[src/rtl/alu_mdu_control_pkg.sv]
// alu_mdu_control_pkg: selection codes, funct3/ALUOp constants, M-unit states and base decode
package alu_mdu_control_pkg;
    localparam logic [3:0] ALU_ADD  = 4'd0;
    localparam logic [3:0] ALU_SUB  = 4'd1;
    localparam logic [3:0] ALU_SLL  = 4'd2;
    localparam logic [3:0] ALU_SLT  = 4'd3;
    localparam logic [3:0] ALU_SLTU = 4'd4;
    localparam logic [3:0] ALU_XOR  = 4'd5;
    localparam logic [3:0] ALU_SRL  = 4'd6;
    localparam logic [3:0] ALU_SRA  = 4'd7;
    localparam logic [3:0] ALU_OR   = 4'd8;
    localparam logic [3:0] ALU_AND  = 4'd9;
    localparam logic [3:0] ALU_PASS = 4'd15;

    localparam logic [2:0] F3_ADD  = 3'b000;
    localparam logic [2:0] F3_SLL  = 3'b001;
    localparam logic [2:0] F3_SLT  = 3'b010;
    localparam logic [2:0] F3_SLTU = 3'b011;
    localparam logic [2:0] F3_XOR  = 3'b100;
    localparam logic [2:0] F3_SR   = 3'b101;
    localparam logic [2:0] F3_OR   = 3'b110;
    localparam logic [2:0] F3_AND  = 3'b111;

    localparam logic [2:0] F3_MUL    = 3'b000;
    localparam logic [2:0] F3_MULH   = 3'b001;
    localparam logic [2:0] F3_MULHSU = 3'b010;
    localparam logic [2:0] F3_MULHU  = 3'b011;
    localparam logic [2:0] F3_DIV    = 3'b100;
    localparam logic [2:0] F3_DIVU   = 3'b101;
    localparam logic [2:0] F3_REM    = 3'b110;
    localparam logic [2:0] F3_REMU   = 3'b111;

    localparam logic [2:0] ALUOP_ADD  = 3'b000;
    localparam logic [2:0] ALUOP_SUB  = 3'b001;
    localparam logic [2:0] ALUOP_R    = 3'b010;
    localparam logic [2:0] ALUOP_I    = 3'b011;
    localparam logic [2:0] ALUOP_PASS = 3'b100;

    typedef enum logic [1:0] {MD_IDLE, MD_BUSY, MD_DONE} md_state_t;

    function automatic logic [3:0] alu_decode(input logic [2:0] op, input logic [2:0] f3,
                                              input logic i30, input logic i25);
        logic [3:0] r;
        r = ALU_PASS;
        if (op == ALUOP_ADD)
            r = ALU_ADD;
        else if (op == ALUOP_SUB)
            r = ALU_SUB;
        else if ((op == ALUOP_R && !i25) || op == ALUOP_I)
            case (f3)
                F3_ADD:  r = (op == ALUOP_R && i30) ? ALU_SUB : ALU_ADD;
                F3_SLL:  r = ALU_SLL;
                F3_SLT:  r = ALU_SLT;
                F3_SLTU: r = ALU_SLTU;
                F3_XOR:  r = ALU_XOR;
                F3_SR:   r = i30 ? ALU_SRA : ALU_SRL;
                F3_OR:   r = ALU_OR;
                F3_AND:  r = ALU_AND;
            endcase
        return r;
    endfunction
endpackage

[src/rtl/alu_mdu_control_md_iter_engine.sv]
// md_iter_engine: radix-2 shift-add multiplier / restoring divider, one step per cycle
module md_iter_engine #(
    parameter int XLEN = 32
) (
    input  logic            clk,
    input  logic            rst,
    input  logic            load,
    input  logic            step,
    input  logic            div,
    input  logic [XLEN-1:0] ld_hi,
    input  logic [XLEN-1:0] ld_lo,
    input  logic [XLEN-1:0] ld_b,
    output logic [XLEN-1:0] hi,
    output logic [XLEN-1:0] lo,
    output logic            last
);
    localparam int CW = $clog2(XLEN + 1);
    logic [XLEN-1:0] b;
    logic [CW-1:0]   cnt;
    logic [XLEN:0]   sum, t, diff;

    // hi:lo is the product during multiply and remainder:quotient during divide
    assign sum  = {1'b0, hi} + (lo[0] ? {1'b0, b} : '0);
    assign t    = {hi, lo[XLEN-1]};
    assign diff = t - {1'b0, b};
    assign last = cnt == CW'(1);

    always_ff @(posedge clk or posedge rst)
        if (rst) begin
            hi  <= '0;
            lo  <= '0;
            b   <= '0;
            cnt <= '0;
        end else if (load) begin
            hi  <= ld_hi;
            lo  <= ld_lo;
            b   <= ld_b;
            cnt <= CW'(XLEN);
        end else if (step) begin
            cnt <= cnt - CW'(1);
            hi  <= div ? (diff[XLEN] ? t[XLEN-1:0] : diff[XLEN-1:0]) : sum[XLEN:1];
            lo  <= div ? {lo[XLEN-2:0], ~diff[XLEN]} : {sum[0], lo[XLEN-1:1]};
        end
endmodule

[src/rtl/alu_mdu_control.sv]
// alu_mdu_control: ALU selection decode plus control of the iterative RV32M/RV64M unit
module alu_mdu_control
    import alu_mdu_control_pkg::*;
#(
    parameter int XLEN         = 32,
    parameter bit FAST_SPECIAL = 1'b1,
    parameter int SEL_W        = 4
) (
    input  logic             clk,
    input  logic             rst,
    input  logic [2:0]       alu_op,
    input  logic [2:0]       funct3,
    input  logic             inst30,
    input  logic             inst25,
    input  logic             in_valid,
    input  logic             flush,
    input  logic [XLEN-1:0]  op_a,
    input  logic [XLEN-1:0]  op_b,
    output logic [SEL_W-1:0] alu_sel,
    output logic             md_sel,
    output logic             stall,
    output logic             md_valid,
    output logic [XLEN-1:0]  md_result
);
    localparam logic [XLEN-1:0] MIN = {1'b1, {(XLEN-1){1'b0}}};
    md_state_t state, state_nx;
    logic md_op, accept, fast, neg_a, neg_b, neg_p, neg_r, last;
    logic [2:0] f3_q;
    logic [XLEN-1:0] abs_a, abs_b, ld_hi, ld_lo, hi, lo, quot, rem, res;
    logic [2*XLEN-1:0] prod;

    assign alu_sel = SEL_W'(alu_decode(alu_op, funct3, inst30, inst25));
    assign md_op   = in_valid && alu_op == ALUOP_R && inst25;
    assign md_sel  = md_op;
    assign accept  = state == MD_IDLE && md_op && !flush;
    assign neg_a   = (funct3 inside {F3_MULH, F3_MULHSU, F3_DIV, F3_REM}) && op_a[XLEN-1];
    assign neg_b   = (funct3 inside {F3_MULH, F3_DIV, F3_REM}) && op_b[XLEN-1];
    assign abs_a   = neg_a ? -op_a : op_a;
    assign abs_b   = neg_b ? -op_b : op_b;
    // divide by zero and MIN / -1 preload their final quotient/remainder
    assign fast    = FAST_SPECIAL && funct3[2] && (op_b == '0 || (!funct3[0] && op_a == MIN && op_b == '1));
    assign ld_hi   = (fast && op_b == '0) ? op_a : '0;
    assign ld_lo   = fast ? (op_b == '0 ? '1 : MIN) : abs_a;

    md_iter_engine #(.XLEN(XLEN)) u_engine (
        .clk(clk), .rst(rst), .load(accept), .step(state == MD_BUSY), .div(f3_q[2]),
        .ld_hi(ld_hi), .ld_lo(ld_lo), .ld_b(abs_b), .hi(hi), .lo(lo), .last(last)
    );

    always_ff @(posedge clk or posedge rst)
        if (rst)
            state <= MD_IDLE;
        else
            state <= state_nx;

    always_comb begin
        state_nx = MD_IDLE;
        case (state)
            MD_IDLE: state_nx = accept ? (fast ? MD_DONE : MD_BUSY) : MD_IDLE;
            MD_BUSY: state_nx = flush ? MD_IDLE : (last ? MD_DONE : MD_BUSY);
            default: state_nx = MD_IDLE;
        endcase
    end

    always_comb
        stall = state == MD_BUSY || (state == MD_IDLE && md_op && !flush);

    always_ff @(posedge clk or posedge rst)
        if (rst) begin
            f3_q  <= '0;
            neg_p <= 1'b0;
            neg_r <= 1'b0;
        end else if (accept) begin
            f3_q  <= funct3;
            neg_p <= !fast && (neg_a ^ neg_b);
            neg_r <= !fast && neg_a;
        end

    assign prod = neg_p ? -{hi, lo} : {hi, lo};
    assign quot = neg_p ? -lo : lo;
    assign rem  = neg_r ? -hi : hi;
    assign res  = f3_q[2] ? (f3_q[1] ? rem : quot)
                          : (f3_q[1:0] == 2'b00 ? prod[XLEN-1:0] : prod[2*XLEN-1:XLEN]);

    always_ff @(posedge clk or posedge rst)
        if (rst) begin
            md_valid  <= 1'b0;
            md_result <= '0;
        end else begin
            md_valid <= state == MD_DONE && !flush;
            if (state == MD_DONE && !flush)
                md_result <= res;
        end
endmodule

[config.mk]
export PLATFORM = sky130hd
export DESIGN_NAME = alu_mdu_control
export DESIGN_NICKNAME = d
export VERILOG_FILES = /design/src/rtl/alu_mdu_control_pkg.sv /design/src/rtl/alu_mdu_control_md_iter_engine.sv /design/src/rtl/alu_mdu_control.sv
export SDC_FILE = /design/constraint.sdc
export NUM_CORES = 1
export LEC_CHECK = 0
export CORE_AREA = 2 2 139 242
export CTS_CLUSTER_SIZE = 28
export DETAILED_ROUTE_END_ITERATION = 10
export DIE_AREA = 0 0 141 244
export GPL_TIMING_DRIVEN = 0
export PLACE_DENSITY = 0.73
export REMOVE_ABC_BUFFERS = 1
export SLEW_MARGIN = 10
export SYNTH_ARGS = -nofsm -noshare
export SYNTH_HDL_FRONTEND = slang
export SYNTH_SLANG_ARGS = --single-unit
[constraint.sdc]
create_clock -name clk -period 3.94 [get_ports clk]
set_input_delay 0.394 -clock clk [delete_from_list [all_inputs] [get_ports clk]]
set_output_delay 0.394 -clock clk [all_outputs]
set_load 0.005 [all_outputs]
==> flow_summary.yaml, run 1 <==
run_status:
  violations: "negative setup slack"
  outcome: "finished with violations"
clock_network:
  ctsHtreeMaxLevel: 4
  path_clk_slew_ps: 70
  cts_sinks: 142
  ctsRootBufferMaster: "clkbuf_16"
  cts_tree: "yes"
  clkLatencyLatePin_ps: 460
  numCtsBuffers: 17
  clockBufferDepth: 2
global_route:
  grt_antenna_before_repair: 0
  busiest_layer: "met2"
  grt_use_met1_pct: 28.0
  grt_usage_pct: 27.5
  grt_use_met3_pct: 3.88
  overflow: 0
  grt_use_met2_pct: 49.5
  grt_pass1_vias: 14300
  grt_max_degree: 109
  grt_first_pass_wirelength_mm: 74.6
power:
  seq_power_share_pct: 23.2
  clockPowerShare_pct: 14.2
  internal_power_w: 0.00632
  switching_share_pct: 48.1
  p_leak_nw: 6.62
  peakVddDrop_mv: 0.392
  switchingPower_w: 0.00586
  pwr-share-comb_pct: 62.6
  power_density_nw_per_um2: 731
timing:
  fin_ws_ps: -19.4
  fmax_ghz: 0.253
  setup_viol: 1
  max_slew.worst_pin.slew_ps: 1160
  tns_ps: -19.4
  hold_ws_ps: 291
  rsz0062_at_grt: "yes"
  fin_crit_sh_pct: 100
  slew_headroom_pct: 22.4
  hold_viol: 0
  skew_ps: 10.5
  finalMaxSlewViolations: 0
  period_minus_slack_ps: 3960
yosys:
  synth.yosys.seq_area_share_pct: 24.7
  synthTopCellsByCount: "232 x nand2_1, 195 x o21ai_0, 190 x nor2_1, 185 x a21oi_1, 142 x dfrtp_1"
  synthArstFlopShare_pct: 100
  synth_area_leaders: "dfrtp_1 25%, xnor2_1 7.4%, o21ai_0 6.8%"
  synth.most_common_cell: "nand2_1"
  yosysUniqueCellTypes: 77
  netlist.area_leader.share_pct: 24.7
  postSynthCellCount: 1919
  syn_avg_cell_area_um2: 7.48
  synth_top_cell_by_area: "dfrtp_1"
  synth_edf_count: 0
  synthFlopType: "dfrtp_1"
  syn_area_um2: 14400
  ys_ff_latch: 142
  yosysWarnings: 0
layout:
  area_growth_pct: 16.1
  drive_gt1_share_pct: 8.88
  fin_nets: 2119
  utilization_pct: 51.6
  fin_cells: 2383
  n_antenna_cell: 0
critical_path:
  arrival_ps: 4300
  endpoint_kind: "register"
  worstSetupStartpointType: "register"
  crit_chain: "or4_4 > or3_4 > or4_4 > or4_4 > or4_4 > or2_4 > o31ai_4 > xor2_1 > nor2_1 > a221oi_2 > o21ai_1"
  cp_max_fo: 4
  required_ps: 4280
  crit_type: "reg -> reg"
  crit_top_cell: "or4_4"
  critPathMaxStageDelay_ps: 550
  slowest_stage: "or4_4"
die:
  core_um2: 32300
  start_util_pct: 44.4
  die_area_um2: 34400
  fp.dieH_um: 244
  die_w_um: 141
  rows: 87
  io_pins: 115
placement:
  dp_slack_ps: -1460
  place_congestion: 0.924
  dpl.hpwl_mm: 36.9
  place_inst: 2324
  io_buffers: 114
detailed_routing:
  drt_wl_total_mm: 47.7
  via_count: 14500
  detail_route.iter0.violations: 910
  first_pass_iters: 6
  wl_per_cell_um: 20.0
  drc: 0
  antenna_left: 0
  viasPerCell: 6.07
run:
  drv_cap: 0
worst_hold_path:
  hp-class: "in -> async"
==> sequential cells by signal (all words and copies together) (netlist names) <==
signal and cells:
neg_r 1, u_engine.cnt 6, f3_q 3, neg_p 1, u_engine.lo 32, u_engine.hi 32, state 2, md_result 32
md_valid 1, u_engine.b 32
==> final timing paths <==
| check | from | slack, ps | endpoint | cells after the start |
|---|---|---|---|---|
| worst max-delay path | u_engine.lo[11]$_DFFE_PP0P_ | -20 | md_result[7]$_DFFE_PP0P_ | 11 |
| worst min-delay path | rst | 290 | md_result[28]$_DFFE_PP0P_ | 2 |
| worst max register to register | u_engine.lo[11]$_DFFE_PP0P_ | -20 | md_result[7]$_DFFE_PP0P_ | 11 |
| worst min register to register | md_result[29]$_DFFE_PP0P_ | 470 | md_result[29]$_DFFE_PP0P_ | 2 |
| max in group asynchronous | rst | 2780 | u_engine.hi[2]$_DFFE_PP0P_ | 3 |
| min in group clk | md_result[29]$_DFFE_PP0P_ | 470 | md_result[29]$_DFFE_PP0P_ | 2 |
==> what timing repair did <==
item | CTS | global route
endpoints found under the setup margin | 88 | 40
hold buffers | 0 | 0
pin swaps | 9 | 9
gates resized for setup | 34 | 13
setup buffers | 16 | 10
gates cloned | 1 | 0
==> layout by cell type (no fill, tap or decap), types with 11 or more instances in the layout <==
cell and n:
dfrtp_1 130, nor4_1 13, nand3_1 25, o21ai_0 186
nand2b_1 17, ha_1 70, and2_1 12, mux2_2 20
nand4_1 17, clkbuf_16 17, a221oi_1 18, a21o_1 26
a31oi_1 18, xor2_1 77, or2_2 13, inv_1 61
or3_1 17, o21a_1 11, and3_1 13, dfrtp_2 11
or4_1 13, mux2i_1 38, a22oi_1 18, a21oi_1 183
o211ai_1 17, nor3_1 32, nor2_1 187, nand2_1 230
xnor2_1 121, buf_4 30, clkdlybuf4s50_1 114, o22ai_1 13
o31ai_1 34, a211oi_1 11
==> layer usage <==
| metal | routed length (um) | share of wire, % | vias up |
|---|---|---|---|
| li1 | - | - | 6965 |
| met5 | 0 | 0 | - |
| met4 | 3990 | 8.4 | 0 |
| met1 | 17200 | 36 | 6782 |
| met3 | 2010 | 4.2 | 196 |
| met2 | 24500 | 51 | 523 |
==> through the flow <==
stage | total power (W) | instance area (um2)
finish | 0.0122 | 16700
global route | 0.0131 | 16700
CTS | 0.0118 | 16600
detailed placement | 0.00984 | 15700
global placement | 0.00941 | 15400
floorplan | 0.00792 | 13800
==> critical path, delay by kind of cell (launching register included) <==
kind | cells | cell delay [ps]
and+or+nand+nor | 7 | 2750
AOI/OAI and AO/OA | 3 | 510
DFF | 1 | 400
xor gates and xnor gates | 1 | 170
==> cells by family (layout without fill, tap and decap cells) <==
family,after synthesis,after routing,share of synthesized area [%]
buffers and inverters,193,257,5.88
flip-flops,142,142,24.7
multiplexers,58,58,4.22
AND/OR/NAND/NOR,648,648,21.0
XOR/XNOR,199,199,12.1
adder cells (fa/ha/maj),73,73,6.46
AO/OA/AOI/OAI,606,606,25.5
==> layout make-up <==
class | instances | area, um2
sequential | 142 | 3570
clock inverter | 15 | 184
multi-input combinational | 1584 | 10100
timing repair buffer | 157 | 1600
timing repair inverter | 1 | 7.51
tap | 400 | 500
inverter | 67 | 270
clock buffer | 17 | 425
fill | 3049 | 15700
==> power by group through the flow <==
stage | Sequential, W | Clock, W | Combinational [W]
floorplan | 0.00251 | 0 | 0.00541
global placement | 0.00286 | 0 | 0.00655
detailed placement | 0.00283 | 0 | 0.00701
CTS | 0.00279 | 0.00174 | 0.00731
global route | 0.00290 | 0.00180 | 0.00840
finish | 0.00282 | 0.00173 | 0.00762
Power figures use the tool's default switching activity.
==> run 2: changes to the inputs <==
--- a/config.mk
+++ b/config.mk
@@ -12,7 +12,7 @@
 export GPL_TIMING_DRIVEN = 0
 export PLACE_DENSITY = 0.73
 export REMOVE_ABC_BUFFERS = 1
-export SLEW_MARGIN = 10
+export SLEW_MARGIN = 30
 export SYNTH_ARGS = -nofsm -noshare
 export SYNTH_HDL_FRONTEND = slang
 export SYNTH_SLANG_ARGS = --single-unit
==> flow_summary.yaml, run 2 (synthesis results as in run 1) <==
run_status:
  outcome: "finished with violations"
  violations: "negative setup slack"
die:
  core_um2: 32300
  start_util_pct: 44.4
  die_area_um2: 34400
  rows: 87
  io_pins: 115
  fp.dieH_um: 244
  die_w_um: 141
power:
  total_power_w: 0.0119
  seq_power_share_pct: 24.1
  clockPowerShare_pct: 12.9
  p_leak_nw: 6.57
  internal_power_w: 0.00604
  pwr-share-comb_pct: 63.0
  peakVddDrop_mv: 0.386
  switching_share_pct: 49.1
  power_density_nw_per_um2: 716
  switchingPower_w: 0.00582
global_route:
  grt_max_degree: 85
  grt_antenna_before_repair: 0
  overflow: 0
  grt_pass1_vias: 14500
  grt_first_pass_wirelength_mm: 74.9
  grt_usage_pct: 27.5
timing:
  setup_viol: 1
  period_minus_slack_ps: 3970
  fin_crit_sh_pct: 101
  tns_ps: -33.5
  slew_headroom_pct: 31.8
  hold_ws_ps: 421
  fin_ws_ps: -33.5
  finalMaxSlewViolations: 0
  skew_ps: 8.60
  hold_viol: 0
  max_slew.worst_pin.slew_ps: 1020
  fmax_ghz: 0.252
  rsz0062_at_grt: "yes"
layout:
  n_antenna_cell: 0
  drive_gt1_share_pct: 9.14
  utilization_pct: 51.2
  fin_nets: 2116
  area_growth_pct: 15.3
  layout_common_cells: "230 x nand2_1, 184 x nor2_1, 183 x a21oi_1"
  final_common_cell: "nand2_1"
detailed_routing:
  first_pass_iters: 7
  drt_wl_total_mm: 47.6
  wl_per_cell_um: 20.0
  viasPerCell: 6.05
  drc: 0
  via_count: 14400
  antenna_left: 0
  detail_route.iter0.violations: 781
critical_path:
  required_ps: 4280
  arrival_ps: 4310
  r2r_cells: 11
  cp-endpoint: "md_result[7]$_DFFE_PP0P_"
  rr_startpoint: "u_engine.lo[11]$_DFFE_PP0P_"
  worstSetupStartpointType: "register"
  crit_start: "u_engine.lo[11]$_DFFE_PP0P_"
  cp_max_fo: 6
  r2r_setup_slack_ps: -30
  worstReg2RegEnd: "md_result[7]$_DFFE_PP0P_"
  endpoint_kind: "register"
  crit_type: "reg -> reg"
clock_network:
  cts_tree: "yes"
  ctsHtreeMaxLevel: 4
  numCtsBuffers: 17
  clkLatencyLatePin_ps: 460
  cts_sinks: 142
  clockBufferDepth: 2
  ctsHoldBuffers: 0
  ctsRootBufferMaster: "clkbuf_16"
  path_clk_slew_ps: 70
placement:
  io_buffers: 114
  place_congestion: 0.924
  dpl.hpwl_mm: 36.8
worst_hold_path:
  hp-class: "in -> async"
run:
  drv_cap: 0
## run 2: routing by layer
layer  vias to the layer above  global-route usage, %  wire [um]
met5                         -                      0          0
met4                         0                   20.0       3740
met3                       183                   3.64       1880
met2                       515                   50.6      24600
met1                      6744                   28.1      17400
li1                       6946                      -          -
## run 2: power groups by stage
stage | clock [W] | sequential [W] | combinational (W)
finish | 0.00153 | 0.00286 | 0.00747
global route | 0.00158 | 0.00293 | 0.00825
CTS | 0.00153 | 0.00282 | 0.00728
detailed placement | 0 | 0.00286 | 0.00698
global placement | 0 | 0.00286 | 0.00655
floorplan | 0 | 0.00251 | 0.00541
## run 2: worst max-delay path, stage by stage (launching register included)
cell      delay [ps]
dfrtp_2          410
or4_4            550
or3_4            350
or4_4            520
or4_4            470
or4_4            520
or2_4            280
o31ai_4          180
xor2_1           170
nor2_1            60
a221oi_2         240
o21ai_1           90
## run 2: repair_timing
| action | 4_1_cts | 5_1_grt |
|---|---|---|
| buffers inserted | 18 | 5 |
| pin swaps | 5 | 9 |
| cloned | 1 | 0 |
| resized for setup | 28 | 25 |
| setup endpoints to repair | 75 | 52 |
## run 2: worst min-delay path by stage
stage               cells after the start  slack (ps)                           to                        from
floorplan                               2         450   u_engine.b[10]$_DFFE_PP0P_  u_engine.b[10]$_DFFE_PP0P_
CTS                                     2         450  u_engine.cnt[5]$_DFFE_PP0P_                         rst
detailed placement                      2         460    md_result[21]$_DFFE_PP0P_   md_result[21]$_DFFE_PP0P_
global placement                        2         460    md_result[21]$_DFFE_PP0P_   md_result[21]$_DFFE_PP0P_
finish                                  2         420  u_engine.cnt[1]$_DFFE_PP0P_                         rst
global route                            2         500  u_engine.cnt[1]$_DFFE_PP0P_                         rst
## run 2: per-stage QoR
step / area (um2) / instances / worst slack [ps]
after floorplan: 13800 / 1793 / -1600
after global placement: 15400 / 2307 / -6350
after detailed placement: 15700 / 2324 / -1180
after CTS: 16500 / 2375 / -76.2
after global routing: 16600 / 2380 / -99.5
final: 16600 / 2380 / -33.5
## run 2: cell type report
cell class / instances / area [um2]
clock buffers: 19 / 443
repair buffers: 154 / 1540
fillers: 3088 / 15800
well taps: 400 / 500
repair inverters: 1 / 7.51
clock inverters: 13 / 90.1
flip-flops and latches: 142 / 3570
multi-input cells: 1584 / 10100
inverters: 67 / 274
